[config.mk]
export PLATFORM = sky130hd
export DESIGN_NAME = pool_window_gen
export DESIGN_NICKNAME = d
export VERILOG_FILES = /design/src/rtl/cnn_pkg.sv /design/src/rtl/cnn_line_buf.sv /design/src/rtl/pool_window_gen.sv
export SDC_FILE = /design/constraint.sdc
export NUM_CORES = 1
export LEC_CHECK = 0
export BUFFER_PORTS_ARGS = -buffer_cell sky130_fd_sc_hd__buf_4
export CAP_MARGIN = 15
export CORE_UTILIZATION = 50
export DETAILED_ROUTE_END_ITERATION = 10
export HOLD_SLACK_MARGIN = 0.1
export PLACE_DENSITY = 0.7
export SETUP_SLACK_MARGIN = 0.2
export SYNTH_ARGS = -nofsm -noshare
export SYNTH_HDL_FRONTEND = slang
export SYNTH_HIERARCHICAL = 1
export SYNTH_SLANG_ARGS = --single-unit
[constraint.sdc]
create_clock -name clk_i -period 7.2 [get_ports clk_i]
set_input_delay 1.44 -clock clk_i [delete_from_list [all_inputs] [get_ports clk_i]]
set_output_delay 1.44 -clock clk_i [all_outputs]
set_load 0.01 [all_outputs]
[src/rtl/cnn_pkg.sv]
// Shared CNN datapath types: pixel width default, pooling window size and
// the 2x2 window type passed from the window generator to the max-pool stage.
package cnn_pkg;

  localparam int CNN_DATA_WIDTH = 8;
  localparam int WIN_SIZE       = 4;

  typedef logic [CNN_DATA_WIDTH-1:0] pixel_t;
  typedef pixel_t pool_win_t [0:WIN_SIZE-1];

endpackage

[src/rtl/cnn_line_buf.sv]
// Single-row line buffer: one synchronous write port, two asynchronous read
// ports. Contents are not reset; the writer always fills a row before reading it.
import cnn_pkg::*;

module cnn_line_buf #(
  parameter int DATA_WIDTH = CNN_DATA_WIDTH,
  parameter int DEPTH      = 28,
  parameter int AW         = (DEPTH > 2) ? $clog2(DEPTH) : 1
) (
  input  logic                  i_clk,
  input  logic                  i_we,
  input  logic [AW-1:0]         i_waddr,
  input  logic [DATA_WIDTH-1:0] i_wdata,
  input  logic [AW-1:0]         i_raddr0,
  output logic [DATA_WIDTH-1:0] o_rdata0,
  input  logic [AW-1:0]         i_raddr1,
  output logic [DATA_WIDTH-1:0] o_rdata1
);

  logic [DATA_WIDTH-1:0] r_mem [0:DEPTH-1];

  always_ff @(posedge i_clk) begin
    if (i_we) begin
      r_mem[i_waddr] <= i_wdata;
    end
  end

  assign o_rdata0 = r_mem[i_raddr0];
  assign o_rdata1 = r_mem[i_raddr1];

endmodule

[src/rtl/pool_window_gen.sv]
// Turns a raster pixel stream into non-overlapping 2x2 pooling windows:
// even rows go to the line buffer, odd rows pair up with it to form windows.
import cnn_pkg::*;

module pool_window_gen #(
  parameter int DATA_WIDTH = CNN_DATA_WIDTH,
  parameter int IMG_WIDTH  = 28,
  parameter int IMG_HEIGHT = 28
) (
  input  logic                  clk_i,
  input  logic                  rst_ni,
  input  logic [DATA_WIDTH-1:0] pix_i,
  input  logic                  pix_valid_i,
  output logic                  pix_ready_o,
  output logic [DATA_WIDTH-1:0] win_o [0:WIN_SIZE-1],
  output logic                  win_valid_o,
  input  logic                  win_ready_i,
  output logic                  win_last_o
);

  localparam int CW = (IMG_WIDTH  > 2) ? $clog2(IMG_WIDTH)  : 1;
  localparam int RW = (IMG_HEIGHT > 2) ? $clog2(IMG_HEIGHT) : 1;
  localparam logic [CW-1:0] COL_LAST = CW'(IMG_WIDTH - 1);
  localparam logic [RW-1:0] ROW_LAST = RW'(IMG_HEIGHT - 1);

  if ((IMG_WIDTH % 2) != 0 || IMG_WIDTH < 2) begin : g_bad_width
    $error("pool_window_gen: IMG_WIDTH must be even and >= 2");
  end
  if ((IMG_HEIGHT % 2) != 0 || IMG_HEIGHT < 2) begin : g_bad_height
    $error("pool_window_gen: IMG_HEIGHT must be even and >= 2");
  end

  logic [CW-1:0]         r_col;
  logic [RW-1:0]         r_row;
  logic [DATA_WIDTH-1:0] r_bl;
  logic [DATA_WIDTH-1:0] r_win [0:WIN_SIZE-1];
  logic                  r_win_valid;
  logic                  r_win_last;

  logic                  w_xfer;
  logic                  w_row_odd;
  logic                  w_col_odd;
  logic                  w_completes;
  logic                  w_load;
  logic                  w_col_end;
  logic                  w_frame_end;
  logic [CW-1:0]         w_raddr_left;
  logic [DATA_WIDTH-1:0] w_rd_left;
  logic [DATA_WIDTH-1:0] w_rd_right;

  assign w_row_odd    = r_row[0];
  assign w_col_odd    = r_col[0];
  assign w_completes  = w_row_odd && w_col_odd;
  assign w_col_end    = (r_col == COL_LAST);
  assign w_frame_end  = w_col_end && (r_row == ROW_LAST);
  assign w_raddr_left = r_col & ~CW'(1);

  // Only a window-completing pixel needs the output register free.
  assign pix_ready_o = !(r_win_valid && !win_ready_i && w_completes);
  assign w_xfer      = pix_valid_i && pix_ready_o;
  assign w_load      = w_xfer && w_completes;

  cnn_line_buf #(
    .DATA_WIDTH(DATA_WIDTH),
    .DEPTH     (IMG_WIDTH),
    .AW        (CW)
  ) u_line_buf (
    .i_clk   (clk_i),
    .i_we    (w_xfer && !w_row_odd),
    .i_waddr (r_col),
    .i_wdata (pix_i),
    .i_raddr0(w_raddr_left),
    .o_rdata0(w_rd_left),
    .i_raddr1(r_col),
    .o_rdata1(w_rd_right)
  );

  always_ff @(posedge clk_i or negedge rst_ni) begin
    if (!rst_ni) begin
      r_col       <= '0;
      r_row       <= '0;
      r_bl        <= '0;
      r_win_valid <= 1'b0;
      r_win_last  <= 1'b0;
      for (int i = 0; i < WIN_SIZE; i++) begin
        r_win[i] <= '0;
      end
    end else begin
      if (w_xfer) begin
        if (w_col_end) begin
          r_col <= '0;
          r_row <= (r_row == ROW_LAST) ? '0 : r_row + 1'b1;
        end else begin
          r_col <= r_col + 1'b1;
        end
      end

      if (w_xfer && w_row_odd && !w_col_odd) begin
        r_bl <= pix_i;
      end

      // A new window takes priority over clearing valid on consume.
      if (w_load) begin
        r_win[0]    <= w_rd_left;
        r_win[1]    <= w_rd_right;
        r_win[2]    <= r_bl;
        r_win[3]    <= pix_i;
        r_win_last  <= w_frame_end;
        r_win_valid <= 1'b1;
      end else if (win_ready_i) begin
        r_win_valid <= 1'b0;
      end
    end
  end

  assign win_o       = r_win;
  assign win_valid_o = r_win_valid;
  assign win_last_o  = r_win_last;

endmodule

==> qor.csv, run 1 <==
metric,value,unit
"Seq/Total Area, Yosys",0.622,
maximum clock frequency,272,MHz
max_slew headroom,0.234,
final WL,31700,microns
RSZ-0062 raised after global routing,no,
Netlist cell types,47,
Routability Congestion,0.889,
post-layout min period,3.67,ns
CP required,5.76,ns
CP arrival,2.23,ns
CP max FO,6,
# clock sinks,276,
top cell type by total area after synthesis,edfxtp_1,
Synth warnings,6,
die area,26500,sq um
Worst-path clk slew,0.06,ns
Final Cycle Share,0.510,
first-pass GRT wire length,48000,microns
Register Area,8040,sq um
syn_nets,829,
Filler cells,1900,
starting density of the core,0.511,
P_leak,5.26,nW
Layout Skew,0.0213,ns
setup TNS,0,ns
# nets final,864,
Fin. Hold Viols,0,
maximum number of pins on one net before global-route repair,64,
final setup fails,0,
postcts setup bufs,0,
number of placement rows,58,
Resized cells post-CTS,0,
Post-Syn Area,12900,sq um
Worst Reg2Reg Path Length in Cells,6,
Synth top area share,0.521,
CTS tree,done,
Final Util,0.572,
Min-Delay Path Class,register to register,
Residual DRC,0,
max_cap viols,0,
number of synthesized register bits,276,
status,completed,
Inst Count DP,1149,
Max Root-Sink Buffers,3,
Mean Syn Cell Area,15.8,sq um
final max-slew violation count,0,
power density cells,389,nW/um^2
Non-Filler Instances,1203,
Syn Inst Count,815,
Area growth syn-to-layout,11.9,%
clock latency on the worst-skew pair,0.56,ns
post-DP HPWL,21100,microns
total global routing overflow,0,
Die Y,163,microns
worst r2r dst,win_o[18]$_DFFE_PN0P_,
initial antenna violation count,0,
Total Routing Usage GR,0.249,
DRT Pass-1 Iters,5,
Reg2Reg Setup Slack,3.96,ns
"most used cell, CP",buf_4,
Max rail drop VDD,294,uV
hold_buf cts,0,
Worst setup startpoint,win_ready_i,
clock buffer count from CTS,29,
share of cells above drive strength 1,0.206,
area of the multi-input gates,4580,sq um
hold path depth,1,
PortBufs,46,
Setup crit end,pix_ready_o,
Core Box Area,25300,sq um
depth of the CTS H-tree,1,
root buffer cell,clkbuf_16,
Worst R2R Start,r_col[0]$_DFFE_PN0N_,
Worst Setup Path Type,primary input to output port,
Worst path slowest cell,and4b_1,
# diodes,0,
vias in the first global route,7658,
num ports,47,
Worst Setup End Kind,output port,
"Critical Path, Cell by Cell",buf_4 -> and4b_1 -> inv_2 -> buf_4,
startpoint types,primary input,
Final ANT Viol Nets,0,
DR iter-0 viols,754,
via/cell ratio,6.38,
vias post-DR,7671,
cells taking the most area after synthesis,"edfxtp_1 52%, dfrtp_1 10%, mux4_2 8.5%",
WL/cell,26.4,microns
hold path start,r_bl[7]$_DFFE_PN0P_,
CP peak stage delay,0.43,ns
worst slew pin tran,1.15,ns
die width,163,microns
## cells in the mapped netlist (all sizes together)
master and n:
edfxtp 224, mux2i 110, mux2 58, mux4 58, nand2 55, dfrtp 52
buf 38, nor2 38, a22oi 36, nand3 22, nand4 20, a21oi 19
nor2b 14, clkbuf 12, a31oi 8, nand3b 7, nand2b 5, o22ai 5
and2 4, and3 3, and4b 3, or2 3, a21o 2, ha 2
nor4b 2, o21ai 2, or3b 2, a22o 1, a2bb2oi 1, and2b 1
conb 1, inv 1, nor3 1, nor4 1, o211ai 1, o21a 1
o2bb2ai 1, or3 1
## metal layers
layer  GRT usage  vias to the layer above  part of all wire
li1            -                     3319                 -
met1       0.358                     3881              0.41
met2       0.384                      420              0.47
met3      0.0461                       51             0.090
met4      0.0850                        0             0.029
met5           0                        -                 0
## flip-flops by register name, indices dropped and copies added (netlist names)
| register | cells |
|---|---|
| r_bl | 8 |
| r_col | 5 |
| r_row | 5 |
| u_line_buf/r_mem | 224 |
| win_last_o | 1 |
| win_o | 32 |
| win_valid_o | 1 |
## layout make-up
class,count,area share
Multi-Input combinational cell,488,0.317
Sequential cell,276,0.556
Timing Repair Buffer,54,0.0280
Clock buffer,44,0.0612
Inverter,1,0.000260
Tap cell,330,0.0286
Clock inverter,10,0.00918
## cells by family after synthesis
kind of cell,synth area share
flops,0.622
mux,0.240
simple gates,0.0728
compound gates,0.0397
buf+inv,0.0241
fa+ha+maj,0.00194
other cells,0.000290
## through the flow
| stage | worst slack (ns) | cell area (sq um) | power (mW) | hold WS, ns |
|---|---|---|---|---|
| 3_3_place_gp | 3.53 | 13400 | 4.06 | 0.463 |
| 4_1_cts | 3.53 | 14500 | 5.62 | 0.490 |
| 2_1_floorplan | 3.90 | 12900 | 3.51 | 0.452 |
| 3_5_place_dp | 3.53 | 13400 | 4.08 | 0.471 |
| 6_report | 3.53 | 14500 | 5.62 | 0.486 |
| 5_1_grt | 3.47 | 14500 | 5.85 | 0.503 |
## report_power, final
part           internal [mW]  total [mW]  leakage, nW  switching, mW
Sequential              1.93        2.11         2.68          0.179
Combinational          0.881        1.97         2.08           1.09
Clock                  0.928        1.54        0.494          0.616
Total                   3.74        5.62         5.26           1.88
## cell usage in the layout (no fill, tap or decap), types with 14 or more instances in the layout
cell	synthesis	final
nand4_1	19	19
mux4_2	49	49
a21oi_1	19	19
mux2_1	40	40
nor2_1	37	37
nand3_1	22	22
dfrtp_1	52	48
mux2i_1	110	110
mux2_2	18	18
nor2b_1	14	14
clkbuf_16	0	31
a22oi_1	36	36
nand2_1	55	55
buf_4	18	54
edfxtp_1	224	224
## worst min path at each step
stage                            end  slack, ns
2_1_floorplan  win_o[10]$_DFFE_PN0P_       0.45
3_3_place_gp   win_o[15]$_DFFE_PN0P_       0.46
5_1_grt         win_o[7]$_DFFE_PN0P_       0.50
3_5_place_dp   win_o[13]$_DFFE_PN0P_       0.47
4_1_cts        win_o[13]$_DFFE_PN0P_       0.49
6_report       win_o[15]$_DFFE_PN0P_       0.49
## worst max-delay path: cells and delay by family
kind,cells,cell delay [ns]
buffers and inverters,3,0.37
and+or+nand+nor,1,0.43
(Power assumes the default switching activity.)
==> run 2, diff against run 1 <==
clock period = 3.47 ns   (was 7.2 ns; I/O delays follow)
==> run 2 against run 1 <==
Cell area increased by 1.1%. Sequential power increased by 120%. Utilization increased by 0.64 points. Clock power increased by 100%. Final cell count increased by 2.2%. Die area unchanged. Wire length increased by 3.9%. Register-to-register slack got worse by 3.2 ns. Hold slack got worse by 0.27 ns. Highest routed layer unchanged.
==> qor.csv, run 2 (synthesized netlist as in run 1, its figures left out) <==
metric,value,unit,change
status,completed,,
Worst Reg2Reg Path Length in Cells,3,,-3
Final Cycle Share,0.840,,
maximum clock frequency,343,MHz,
depth of the CTS H-tree,1,,unchanged
"commonest non-fill, non-tap cell in the layout",edfxtp_1,,
most frequent cells in the layout,"224 x edfxtp_1, 110 x mux2i_1, 80 x buf_4",,
WL/cell,26.8,microns,+1.7%
final max-slew violation count,0,,unchanged
# clock sinks,276,,unchanged
maximum number of pins on one net before global-route repair,53,,-17%
post-DP HPWL,21500,microns,+1.5%
P_leak,5.38,nW,+2.3%
Routability Congestion,0.861,,-3.1%
DRT Pass-1 Iters,5,,unchanged
Inst Count DP,1176,,+2.3%
# diodes,0,,unchanged
worst setup margin,0.555,ns,-2.97 ns
Worst setup startpoint,r_col[0]$_DFFE_PN0N_,,
final WL,32900,microns,+3.9%
number of placement rows,58,,unchanged
CP arrival,2.22,ns,about the same
Residual DRC,0,,unchanged
vias in the first global route,7849,,+2.5%
# nets final,891,,+3.1%
die area,26500,sq um,unchanged
max reg flops,224,,unchanged
Worst-path clk slew,0.06,ns,about the same
power density cells,801,nW/um^2,+110%
worst slew pin tran,0.912,ns,-0.235 ns
starting density of the core,0.511,,unchanged
die width,163,microns,unchanged
postcts setup bufs,0,,unchanged
largest reg by FF count,u_line_buf/r_mem,,
Worst Setup End Kind,output port,,
via/cell ratio,6.33,,-0.78%
Setup WS pre-CTS,0.716,ns,-2.81 ns
Worst Setup Path Type,register to output port,,
max_cap viols,0,,unchanged
final setup fails,0,,unchanged
initial antenna violation count,0,,unchanged
Final ANT Viol Nets,0,,unchanged
total global routing overflow,0,,unchanged
max_slew headroom,0.390,,+0.156
PortBufs,46,,unchanged
clock buffer count from CTS,29,,unchanged
Layout Skew,0.00815,ns,-0.0132 ns
first-pass GRT wire length,49500,microns,+3.2%
CTS tree,done,,
num ports,47,,unchanged
Die Y,163,microns,unchanged
CP max FO,42,,+36
Fin. Hold Viols,0,,unchanged
Total Routing Usage GR,0.257,,+0.00768
RSZ-0062 raised after global routing,no,,
Max Root-Sink Buffers,3,,unchanged
post-layout min period,2.92,ns,
Min-Delay Path Class,primary input to async pin,,
Area growth syn-to-layout,13.2,%,
root buffer cell,clkbuf_16,,
Reg2Reg Setup Slack,0.73,ns,-3.23 ns
setup TNS,0,ns,unchanged
clock latency on the worst-skew pair,0.54,ns,-0.02 ns
Max rail drop VDD,568,uV,+93%
hold_buf cts,0,,unchanged
startpoint types,register,,
DR iter-0 viols,822,,+9.0%
Non-Filler Instances,1229,,+2.2%
CP required,2.78,ns,-2.98 ns
Final Util,0.579,,+0.00639
vias post-DR,7776,,+1.4%
Core Box Area,25300,sq um,unchanged
Worst R2R Start,r_col[2]$_DFFE_PN0N_,,
Resized cells post-CTS,0,,unchanged
share of cells above drive strength 1,0.230,,+0.0241
==> run 2: cell types whose count changed in the layout (fill, tap and decap cells not counted) <==
cell	change
buf_4	+26
clkinv_2	+4
clkbuf_16	-2
clkinv_4	-2
clkinvlp_4	+2
buf_12	+1
bufinv_16	+1
clkbuf_8	-1
clkinv_1	-1
inv_16	-1
inv_4	+1
inv_6	-1
inv_8	-1
==> run 2: worst paths after layout <==
path,to
worst max-delay path,pix_ready_o
worst min-delay path,r_bl[6]$_DFFE_PN0P_
worst max register to register,u_line_buf/r_mem[4][2]$_DFFE_PP_
worst min register to register,win_o[14]$_DFFE_PN0P_
max in group asynchronous,r_col[1]$_DFFE_PN0N_
min in group clk_i,win_valid_o$_DFFE_PN0P_
==> run 2: layout make-up <==
cell class	instances	area, sq um
sequential	276	8040
timing repair buffer	81	621
inverter	1	3.75
clock buffer	41	821
tap	330	413
fill	1964	10600
clock inverter	12	143
multi-input combinational	488	4580
==> run 2: stage by stage <==
step | instance area (sq um) | hold WS (ns) | total power, mW
after CTS | 14600 | 0.237 | 11.7
final | 14600 | 0.214 | 11.7
after floorplan | 12900 | 0.398 | 7.29
after detailed placement | 13700 | 0.479 | 8.59
after global routing | 14600 | 0.274 | 12.2
after global placement | 13700 | 0.465 | 8.52
==> run 2: per-layer routing <==
metal	wire length (microns)	GRT usage
met5	0	0
met4	1160	0.0905
met3	3140	0.0397
met2	15700	0.410
met1	12900	0.360
==> run 2: power by group <==
| group | switching, mW | total (mW) | internal [mW] |
|---|---|---|---|
| registers | 0.646 | 4.64 | 3.99 |
| clock network | 1.26 | 3.12 | 1.86 |
| logic | 2.05 | 3.96 | 1.91 |
| total | 3.95 | 11.7 | 7.76 |
==> run 2: worst max-delay path, stage by stage, from the launching register on <==
cell and delay [ns]:
dfrtp_4 0.88, and4b_1 0.54, inv_2 0.11, buf_4 0.16
==> run 3, diff against run 2 <==
ABC_AREA = 1   (was unset)
PLACE_DENSITY = 0.72   (was 0.7)
clock period = 2.55 ns   (was 3.47 ns; I/O delays follow)
==> run 3 against run 2 <==
Non-clock buffer count is 19 higher. Area after synthesis rose by 9.5%. Final cell count up 71%. Cell area is 8.8% higher. Highest routed layer unchanged. Count of clock-buffer cells in the layout rose by 1. Critical endpoint is now u_line_buf/r_mem[3][3]$_DFFE_PP_. First-iteration DRC count is 100% higher. Largest power group unchanged. Via count up 55%. Setup slack got worse by 0.22 ns. Hold slack improved by 0.060 ns.
==> qor.csv, run 3 <==
metric,value,unit,change
status,completed,,
met1 Resource Use GR,0.385,,+0.0253
number of synthesized register bits,276,,unchanged
top_reg_cell synth,edfxtp_1,,
Min-Delay Path Class,primary input to register,,
Netlist cell types,27,,-43%
Mean Syn Cell Area,8.45,sq um,-47%
"Critical Path, Cell by Cell",nand2_1 -> inv_2 -> nand2_1 -> nand2_1 -> nor2_2 -> nand3_1 -> buf_4 -> nor2_1 -> buf_4,,
maximum number of pins on one net before global-route repair,119,,+120%
die area,29000,sq um,+9.3%
power density cells,1010,nW/um^2,+26%
depth of the CTS H-tree,1,,unchanged
post-DP HPWL,25700,microns,+20%
Max rail drop VDD,607,uV,+6.9%
Worst-path clk slew,0.06,ns,about the same
Syn Inst Count,1674,,+110%
final setup fails,0,,unchanged
M3 GR Usage,0.0360,,-0.00368
DR iter-0 viols,1673,,+100%
cells taking the most area after synthesis,"edfxtp_1 48%, nand2_1 17%, nand3_1 9.8%",,
worst slew pin tran,0.813,ns,-0.0984 ns
most frequent cells in the layout,"657 x nand2_1, 276 x nand3_1, 224 x edfxtp_1",,
Final Util,0.572,,-0.00644
"commonest non-fill, non-tap cell in the layout",nand2_1,,
Layout Skew,0.0164,ns,+0.00827 ns
Post-Syn Area,14100,sq um,+9.5%
root buffer cell,clkbuf_16,,
async set-reset flop share out of synthesis,0.188,,unchanged
DRT Pass-1 Iters,6,,+1
max reg flops,224,,unchanged
post-layout min period,2.21,ns,
Post-synth EDFFs,224,,unchanged
# nets final,1721,,+93%
Worst Setup End Kind,register,,
Max Root-Sink Buffers,3,,unchanged
CP peak stage delay,0.47,ns,-0.41 ns
syn_nets,1688,,+100%
worst hold endpoint,win_valid_o$_DFFE_PN0P_,,
Worst Setup Path Type,register to register,,
max_slew headroom,0.458,,+0.0679
vias post-DR,12085,,+55%
most numerous cell in the Yosys netlist,nand2_1,,
starting density of the core,0.509,,-0.00253
num ports,47,,unchanged
largest reg by FF count,u_line_buf/r_mem,,
postcts setup bufs,0,,unchanged
P_leak,7.09,nW,+32%
Total Routing Usage GR,0.288,,+0.0311
"most used cell, CP",nand2_1,,
RSZ-0062 raised after global routing,no,,
WL/cell,19.6,microns,-27%
Die Y,170,microns,+4.6%
die width,170,microns,+4.6%
Residual DRC,0,,unchanged
Worst path slowest cell,dfrtp_1,,
Routability Congestion,0.984,,+14%
Area growth syn-to-layout,12.5,%,
CTS tree,done,,
PortBufs,46,,unchanged
via/cell ratio,5.74,,-9.3%
hold path start,win_ready_i,,
Fin. Hold Viols,0,,unchanged
Worst R2R Start,r_row[0]$_DFFE_PN0P_,,
CP required,2.80,ns,+0.02 ns
first-pass GRT wire length,63300,microns,+28%
max_cap viols,0,,unchanged
clock buffer count from CTS,29,,unchanged
initial antenna violation count,0,,unchanged
Final ANT Viol Nets,0,,unchanged
grt met2 use,0.471,,+0.0614
Synth top cells by count,"657 x nand2_1, 276 x nand3_1, 224 x edfxtp_1",,
vias in the first global route,11384,,+45%
maximum clock frequency,452,MHz,
total global routing overflow,0,,unchanged
clock latency on the worst-skew pair,0.55,ns,about the same
hold path depth,4,,
startpoint types,register,,
# clock sinks,276,,unchanged
final max-slew violation count,0,,unchanged
number of placement rows,61,,+5.2%
Final Cycle Share,0.868,,
Worst Reg2Reg Path Length in Cells,9,,+6
Overall Power,16.1,mW,+37%
top cell type by total area after synthesis,edfxtp_1,,
worst r2r dst,u_line_buf/r_mem[3][3]$_DFFE_PP_,,
Reg2Reg Setup Slack,0.34,ns,-0.39 ns
# diodes,0,,unchanged
share of cells above drive strength 1,0.0937,,-0.137
Core Box Area,27800,sq um,+10%
Filler cells,2466,,+26%
CP arrival,2.46,ns,+0.24 ns
CP max FO,8,,-81%
"Seq/Total Area, Yosys",0.568,,-0.0537
Synth top area share,0.476,,-0.0450
GR peak layer,met2,,
Synth warnings,6,,unchanged
setup TNS,0,ns,unchanged
final WL,41400,microns,+26%
## run 3: routing by layer
metal | vias up | share of wire | wire length (microns)
met4 | 0 | 0.048 | 2000
li1 | 5527 | - | -
met1 | 5668 | 0.39 | 16200
met3 | 155 | 0.089 | 3690
met5 | - | 0 | 0
met2 | 735 | 0.47 | 19500
## run 3: kinds of logic (layout without fill, tap and decap cells)
group | Yosys count | count (layout) | synth area share
other | 1 | 1 | 0.000265
DFF | 276 | 276 | 0.568
adders and majority gates | 2 | 2 | 0.00177
buffers and inverters | 268 | 323 | 0.0871
AOI/OAI and AO/OA | 115 | 115 | 0.0465
and+or+nand+nor | 1012 | 1012 | 0.297
## run 3: timing repair
item / CTS / global route
setup endpoints to repair: 0 / 35
hold buffers: 1 / 0
resized for setup: 0 / 2
endpoints found under the hold margin: 52 / 0
## run 3: worst max-delay path by stage
| stage | startpoint | endpoint | slack, ns |
|---|---|---|---|
| 2_1_floorplan | r_col[0]$_DFFE_PN0N_ | u_line_buf/r_mem[11][0]$_DFFE_PP_ | 0.42 |
| 3_3_place_gp | win_ready_i | u_line_buf/r_mem[3][3]$_DFFE_PP_ | 0.32 |
| 3_5_place_dp | win_ready_i | u_line_buf/r_mem[3][2]$_DFFE_PP_ | 0.32 |
| 4_1_cts | r_row[0]$_DFFE_PN0P_ | u_line_buf/r_mem[3][3]$_DFFE_PP_ | 0.28 |
| 5_1_grt | r_col[0]$_DFFE_PN0N_ | win_o[23]$_DFFE_PN0P_ | 0.24 |
| 6_report | r_row[0]$_DFFE_PN0P_ | u_line_buf/r_mem[3][3]$_DFFE_PP_ | 0.34 |
## run 3: cell type report
type,count,area (sq um),share of cell area
Clock buffer,42,845,0.0531
Tap cell,378,473,0.0297
Timing Repair Buffer,100,841,0.0529
Clock inverter,11,180,0.0113
Inverter,170,642,0.0404
Multi-Input combinational cell,1130,4880,0.307
Sequential cell,276,8040,0.505
## run 3: critical path, delay by kind of cell, from the launching register on
kind,cells,cell delay [ns]
flops,1,0.47
simple gates,6,0.96
buf+inv,3,0.47
## run 3: metrics by stage
stage	setup slack, ns	instance area [sq um]	cells	hold WS (ns)
global placement	0.324	14800	2052	0.456
detailed placement	0.321	14800	2052	0.454
CTS	0.277	15900	2106	0.266
global route	0.243	15900	2107	0.301
finish	0.336	15900	2107	0.274
floorplan	0.421	14100	1674	0.214
## run 3: report_power, final
group	internal, mW	switching (mW)
Combinational	1.88	3.93
Sequential	5.37	0.434
Clock	2.79	1.69
